$ cat src/rtl/hazard_ctrl.sv
// Stall/flush scheduler for the five-stage LEGv8 pipeline: load-use, load-to-CBZ
// and taken-branch handling, plus saturating stall/flush event counters.
module hazard_ctrl #(
    parameter int unsigned REG_W = 5,
    parameter int unsigned CNT_W = 32,
    parameter int unsigned XZR   = 31
) (
    input  logic             clk,
    input  logic             reset,
    input  logic [REG_W-1:0] Rn_id,
    input  logic [REG_W-1:0] Rm_id,
    input  logic             use_rn_id,
    input  logic             use_rm_id,
    input  logic             cbz_id,
    input  logic             BrTaken_id,
    input  logic             MemtoReg_ex,
    input  logic             RegWrite_ex,
    input  logic [REG_W-1:0] Rd_ex,
    input  logic             MemtoReg_mem,
    input  logic [REG_W-1:0] Rd_mem,
    output logic             pc_write,
    output logic             if_id_write,
    output logic             if_id_flush,
    output logic             id_ex_bubble,
    output logic             busy,
    output logic [CNT_W-1:0] stall_count,
    output logic [CNT_W-1:0] flush_count
);

    localparam logic [REG_W-1:0] ZR = REG_W'(XZR);

    typedef enum logic {
        RUN,
        HOLD
    } state_t;

    state_t state, state_next;
    logic   load_ex;
    logic   lu, cz_ex, cz_mem;
    logic   stall, flush;

    assign load_ex = MemtoReg_ex & RegWrite_ex & (Rd_ex != ZR);
    assign lu      = load_ex & ((use_rn_id & (Rn_id == Rd_ex)) |
                                (use_rm_id & (Rm_id == Rd_ex)));
    assign cz_ex   = cbz_id & load_ex & (Rm_id == Rd_ex);
    assign cz_mem  = cbz_id & MemtoReg_mem & (Rd_mem != ZR) & (Rm_id == Rd_mem);

    always_ff @(posedge clk or negedge reset) begin
        if (!reset) begin
            state <= RUN;
        end else begin
            state <= state_next;
        end
    end

    always_comb begin
        state_next = state;
        stall      = 1'b0;
        flush      = 1'b0;
        unique case (state)
            HOLD: begin
                stall      = 1'b1;
                state_next = RUN;
            end
            default: begin
                if (cz_ex) begin
                    stall      = 1'b1;
                    state_next = HOLD;
                end else if (lu || cz_mem) begin
                    stall = 1'b1;
                end else if (BrTaken_id) begin
                    flush = 1'b1;
                end
            end
        endcase
    end

    // Reset overrides the Mealy outputs so the pipeline registers stay frozen as NOPs.
    always_comb begin
        pc_write     = 1'b1;
        if_id_write  = 1'b1;
        if_id_flush  = flush;
        id_ex_bubble = 1'b0;
        if (stall) begin
            pc_write     = 1'b0;
            if_id_write  = 1'b0;
            id_ex_bubble = 1'b1;
        end
        if (!reset) begin
            pc_write     = 1'b0;
            if_id_write  = 1'b0;
            if_id_flush  = 1'b1;
            id_ex_bubble = 1'b1;
        end
    end

    assign busy = (state == HOLD);

    always_ff @(posedge clk or negedge reset) begin
        if (!reset) begin
            stall_count <= '0;
            flush_count <= '0;
        end else begin
            if (stall && (stall_count != '1)) begin
                stall_count <= stall_count + CNT_W'(1);
            end
            if (flush && (flush_count != '1)) begin
                flush_count <= flush_count + CNT_W'(1);
            end
        end
    end

endmodule

$ cat config.mk
export PLATFORM = sky130hd
export DESIGN_NAME = hazard_ctrl
export DESIGN_NICKNAME = d
export VERILOG_FILES = /design/src/rtl/hazard_ctrl.sv
export SDC_FILE = /design/constraint.sdc
export NUM_CORES = 1
export LEC_CHECK = 0
export ABC_AREA = 1
export BUFFER_PORTS_ARGS = -buffer_cell sky130_fd_sc_hd__buf_2
export CAP_MARGIN = 20
export CORE_ASPECT_RATIO = 1.2
export CORE_UTILIZATION = 45
export DETAILED_ROUTE_END_ITERATION = 12
export PLACE_DENSITY = 0.81
export SYNTH_ARGS = -nofsm -noshare
export SYNTH_HDL_FRONTEND = slang
export SYNTH_SLANG_ARGS = --single-unit
export TNS_END_PERCENT = 30
$ cat constraint.sdc
create_clock -name clk -period 1.69 [get_ports clk]
set_input_delay 0.2535 -clock clk [delete_from_list [all_inputs] [get_ports clk]]
set_output_delay 0.2535 -clock clk [all_outputs]
set_load 0.1 [all_outputs]
After elaboration in Yosys (flattened, before gate mapping)
Index checks and enable logic that the tools add are counted.

word-level totals
  bits in registers = 65
  bits of input ports = 29
  output and inout port bits = 69

cells by class
  $add $sub $neg = 2
  equal/unequal tests = 7
  mux-type cells = 14
  bitwise operators = 11
  reductions and logical operators = 3

operators by type and width
  operator                                                         count
  32-bit by 1-bit adder with 32-bit output, second input constant  2
  32-bit != test, second input constant                            2
  5-bit == test                                                    3
  1-bit two-way mux                                                14
  1-bit bitwise AND                                                10
  5-bit != test, second input constant                             2
  1-bit logical AND                                                2
  1-bit logical OR                                                 1
  1-bit OR                                                         1

Logic depth before layout (Yosys ltp)
  word-level depth = 10
  depth in mapped cells = 14
  gate-level depth less buffers = 13

Worst setup path before layout
OpenSTA, ideal clock, no wires.

  path type = reg2out
  start point = register state, in the netlist busy
  end point = output port pc_write
  arrival = 3.109 ns
  required time = 1.436 ns
  path slack = -1.672 ns
  cell stages (with the launch flop) = 7
  cell sequence = dfrtp_1 -> inv_1 -> nand3_1 -> nor2_2 -> nand2_1 -> inv_1 -> buf_4

between the ends
  word-level cells in the longest chain between the ends = 3

RTL lines
  item                            line  text
  start: declaration              37    state_t state, state_next;
  start signal: assignment        52    state <= state_next;
  1-bit two-way mux               60    unique case (state)
  1-bit two-way mux (2 in a row)  -
  end: declaration                21    output logic pc_write,

No other way between the ends.

Worst setup path in the final report
  start point = register stall_count[0]
  end point = register stall_count[9]

between the ends
  word-level cells in the longest chain between the ends = 2
  elaborated cells between the ends (all ways) = 3
  classes of those cells = add/sub (1); eq/ne (1); reduce/logical (1)

RTL lines
  item                                                                              line  text
  start: declaration                                                                26    output logic [CNT_W-1:0] stall_count,
  start signal: assignment                                                          105   stall_count <= stall_count + CNT_W'(1);
  branches (longest 2 deep; another with 32-bit by 1-bit adder with 32-bit output)  -

Several ways; the timed one is not identified.
A chain may end at the register's enable or synchronous reset.

==> impl_metrics.csv <==
group,metric,value,unit
die,rows,40,
die,dieHeight,114.0,um
sta,layout_min_cycle_time,1.810,ns
synth,synth_common_cells,"296 x nand2_1, 74 x nor2_1, 65 x dfrtp_1, 48 x inv_1, 47 x nand4_1",
clock_tree,htreeDepth,3,
setup_path,r2r-start,"stall_count[0]",
synth,syn_inst,709,
setup_path,critPathMaxStageDelay,0.44,ns
clock_tree,clk_latency,0.34,ns
setup_path,crit_path_start_kind,"register",
global_route,grt_first_pass_wirelength,24.51,mm
synth,yosysWarnings,0,
clock_tree,cts_tree,"yes",
detailed_routing,drt_wl_total,16.24,mm
global_route,grt_max_degree,66,
die,io_pins,98,
power,p_per_area,773.3,nW/um^2
synth,ys_top_cells_by_area,"dfrtp_1 35%, nand2_1 24%, nand4_1 6.3%",
clock_tree,cts_hold_buf,0,
setup_path,required,1.96,ns
sta,fmax,552.5,MHz
sta,tightest_slew,0.8471,ns
synth,yosysTopAreaCell,"dfrtp_1",
sta,slew_headroom,43.52,%
synth,synth_area,4701,sq um
global_route,antenna_found_initial,0,
placed_design,place_area,6085,sq um
run_status,violations,"negative setup slack",
detailed_routing,vias_per_cell,5.615,
sta,fin_skew,0.006007,ns
run,drv_cap,0,
setup_path,path_cells,"buf_4 -> nand3_2 -> nor2_2 -> nand3_2 -> nor2_2 -> buf_4 -> xor2_1 -> nand3_1 -> nand2_1",
global_route,grt_overflow,0,
sta,finalCritPeriodShare,107.1,%
setup_path,slowest_stage,"dfrtp_4",
placed_design,port_buffers,97,
final_layout,drive_above_1_share,38.30,%
die,die-area,10860,sq um
power,max-vdd-ir-drop,814.6,uV
synth,yosysTopAreaCellShare,34.60,%
synth,syn_nets,740,
setup_path,rr_worst_depth,9,
sta,hold_viol_final,0,
synth,async_flop_share,100.0,%
synth,syn_area_per_cell,6.630,sq um
sta,setup-violations-final,65,
run_status,status,"finished, violations left",
synth,yosysMostFrequentCell,"nand2_1",
synth,ys_types,27,
hold_path,min_path_type,"in2async",
global_route,grtUsageTotal,28.87,%
final_layout,areaGrowthSynthToFinish,48.39,%
clock_tree,cts_buffers,9,
clock_tree,cts.clk_slew.worst_paths,0.06,ns
setup_path,arrival,2.08,ns
sta,rsz0062_at_grt,"true",
final_layout,fin_area,6975,sq um
sta,fin_tns_setup,-2.464,ns
synth,synth.ff_latch_count,65,
detailed_routing,routed-via-count,5722,
clock_tree,cts_sinks,65,
setup_path,worst_r2r_endpoint,"stall_count[9]",
detailed_routing,ant_nets,0,
detailed_routing,drt_iter0_markers,555,
detailed_routing,drc_errors,0,
die,die_w,95.30,um
die,core_area,10110,sq um
synth,synth_edf_count,0,
placed_design,place.gp.congestion,0.9560,
sta,slew_viol_final,0,
setup_path,critPathLaunch,"stall_count[0]",
clock_tree,cts_root_buffer,"clkbuf_16",
die,initial_core_util,46.50,%
global_route,grt_pass1_vias,5165,
sta,fin_ws,-0.1199,ns
synth,synthFlopType,"dfrtp_1",
final_layout,diodes,0,
detailed_routing,drtPass1Iterations,8,
setup_path,critical_path_class,"reg2reg",
setup_path,crit_end,"stall_count[9]",
setup_path,end_kind,"register",
setup_path,ff2ff_setup_slack,-0.12,ns
final_layout,nets,919,
synth,yosysSeqAreaShare,34.60,%
power,power_leakage,3.506,nW
setup_path,path_max_fanout,4,
placed_design,place_hpwl,10.62,mm
clock_tree,cts_max_path_buffers,2,
detailed_routing,wire_per_inst,15.93,um
final_layout,utilization,69.00,%
cell families after synthesis:
| family | count (synthesis) | share of synthesized area [%] |
|---|---|---|
| XOR/XNOR | 51 | 9.502 |
| adder cells (fa/ha/maj) | 2 | 0.5323 |
| AND/OR/NAND/NOR | 509 | 47.59 |
| buffers and inverters | 71 | 6.601 |
| AO/OA/AOI/OAI | 11 | 1.171 |
| flip-flops | 65 | 34.60 |
power by group:
group          total, mW  switching [mW]  internal, mW
clock network       1.89           0.676          1.22
registers           1.80           0.124          1.68
logic               1.70            1.18         0.518
final cells by class:
type                            instances  area [sq um]
Tap cell                              126         157.7
Inverter                               50         229.0
Fill cell                             780          3134
Timing Repair Buffer                  189          1470
Sequential cell                        65          1694
Multi-Input combinational cell        573          3124
Clock inverter                          3         40.04
Clock buffer                           13         260.3
routing by layer:
metal	vias up	global-route usage, %	part of all wire [%]
met5	-	0	0
met4	0	11.41	3.3
met3	59	5.533	8.1
met2	323	47.86	48
met1	2696	36.62	40
li1	2644	-	-
worst min-delay path by stage:
stage	start	slack [ns]	to
2_1_floorplan	reset	-0.04	flush_count[10]
3_3_place_gp	busy	0.48	busy
3_5_place_dp	busy	0.50	busy
4_1_cts	reset	0.23	flush_count[23]
5_1_grt	reset	0.29	flush_count[23]
6_report	reset	0.20	flush_count[23]
sequential cells by signal, summed over array words and instances, names as in the netlist:
signal       cells
stall_count     32
flush_count     32
busy             1
worst max-delay path, delay by kind of cell, from the launching register on:
kind / cells / cell delay [ns]
DFF: 1 / 0.44
and+or+nand+nor: 6 / 0.86
buffers and inverters: 2 / 0.29
xor gates and xnor gates: 1 / 0.16
through the flow:
| step | power, mW | hold WS (ns) | cells | setup WS (ns) |
|---|---|---|---|---|
| final | 5.394 | 0.2049 | 1019 | -0.1199 |
| after global routing | 5.563 | 0.2863 | 1019 | -0.1777 |
| after CTS | 5.279 | 0.2325 | 1009 | -0.1178 |
| after detailed placement | 3.300 | 0.4985 | 987 | -0.1440 |
| after global placement | 3.275 | 0.4826 | 987 | -0.1230 |
| after floorplan | 2.845 | -0.04209 | 709 | -0.4327 |
what timing repair did:
| action | 4_1_cts | 5_1_grt |
|---|---|---|
| setup endpoints to repair | 40 | 69 |
| setup buffers | 5 | 5 |
| resized for setup | 17 | 93 |
| gates cloned | 1 | 5 |
| pin swaps | 11 | 42 |
layout by cell type, fill, tap and decap left out, types with 5 or more instances in the layout:
master	count
nand2_2	31
dfrtp_1	21
dfrtp_4	5
nand2_1	256
nand3b_1	8
nor3_2	6
dfrtp_2	39
buf_12	9
inv_1	39
nand4_1	47
clkbuf_16	14
nand3_1	42
nor2_2	12
xnor2_1	23
nand2_4	10
buf_6	7
nor2_1	64
buf_4	78
nor3_1	14
xor2_1	26
buf_2	84
(Power assumes the default switching activity.)
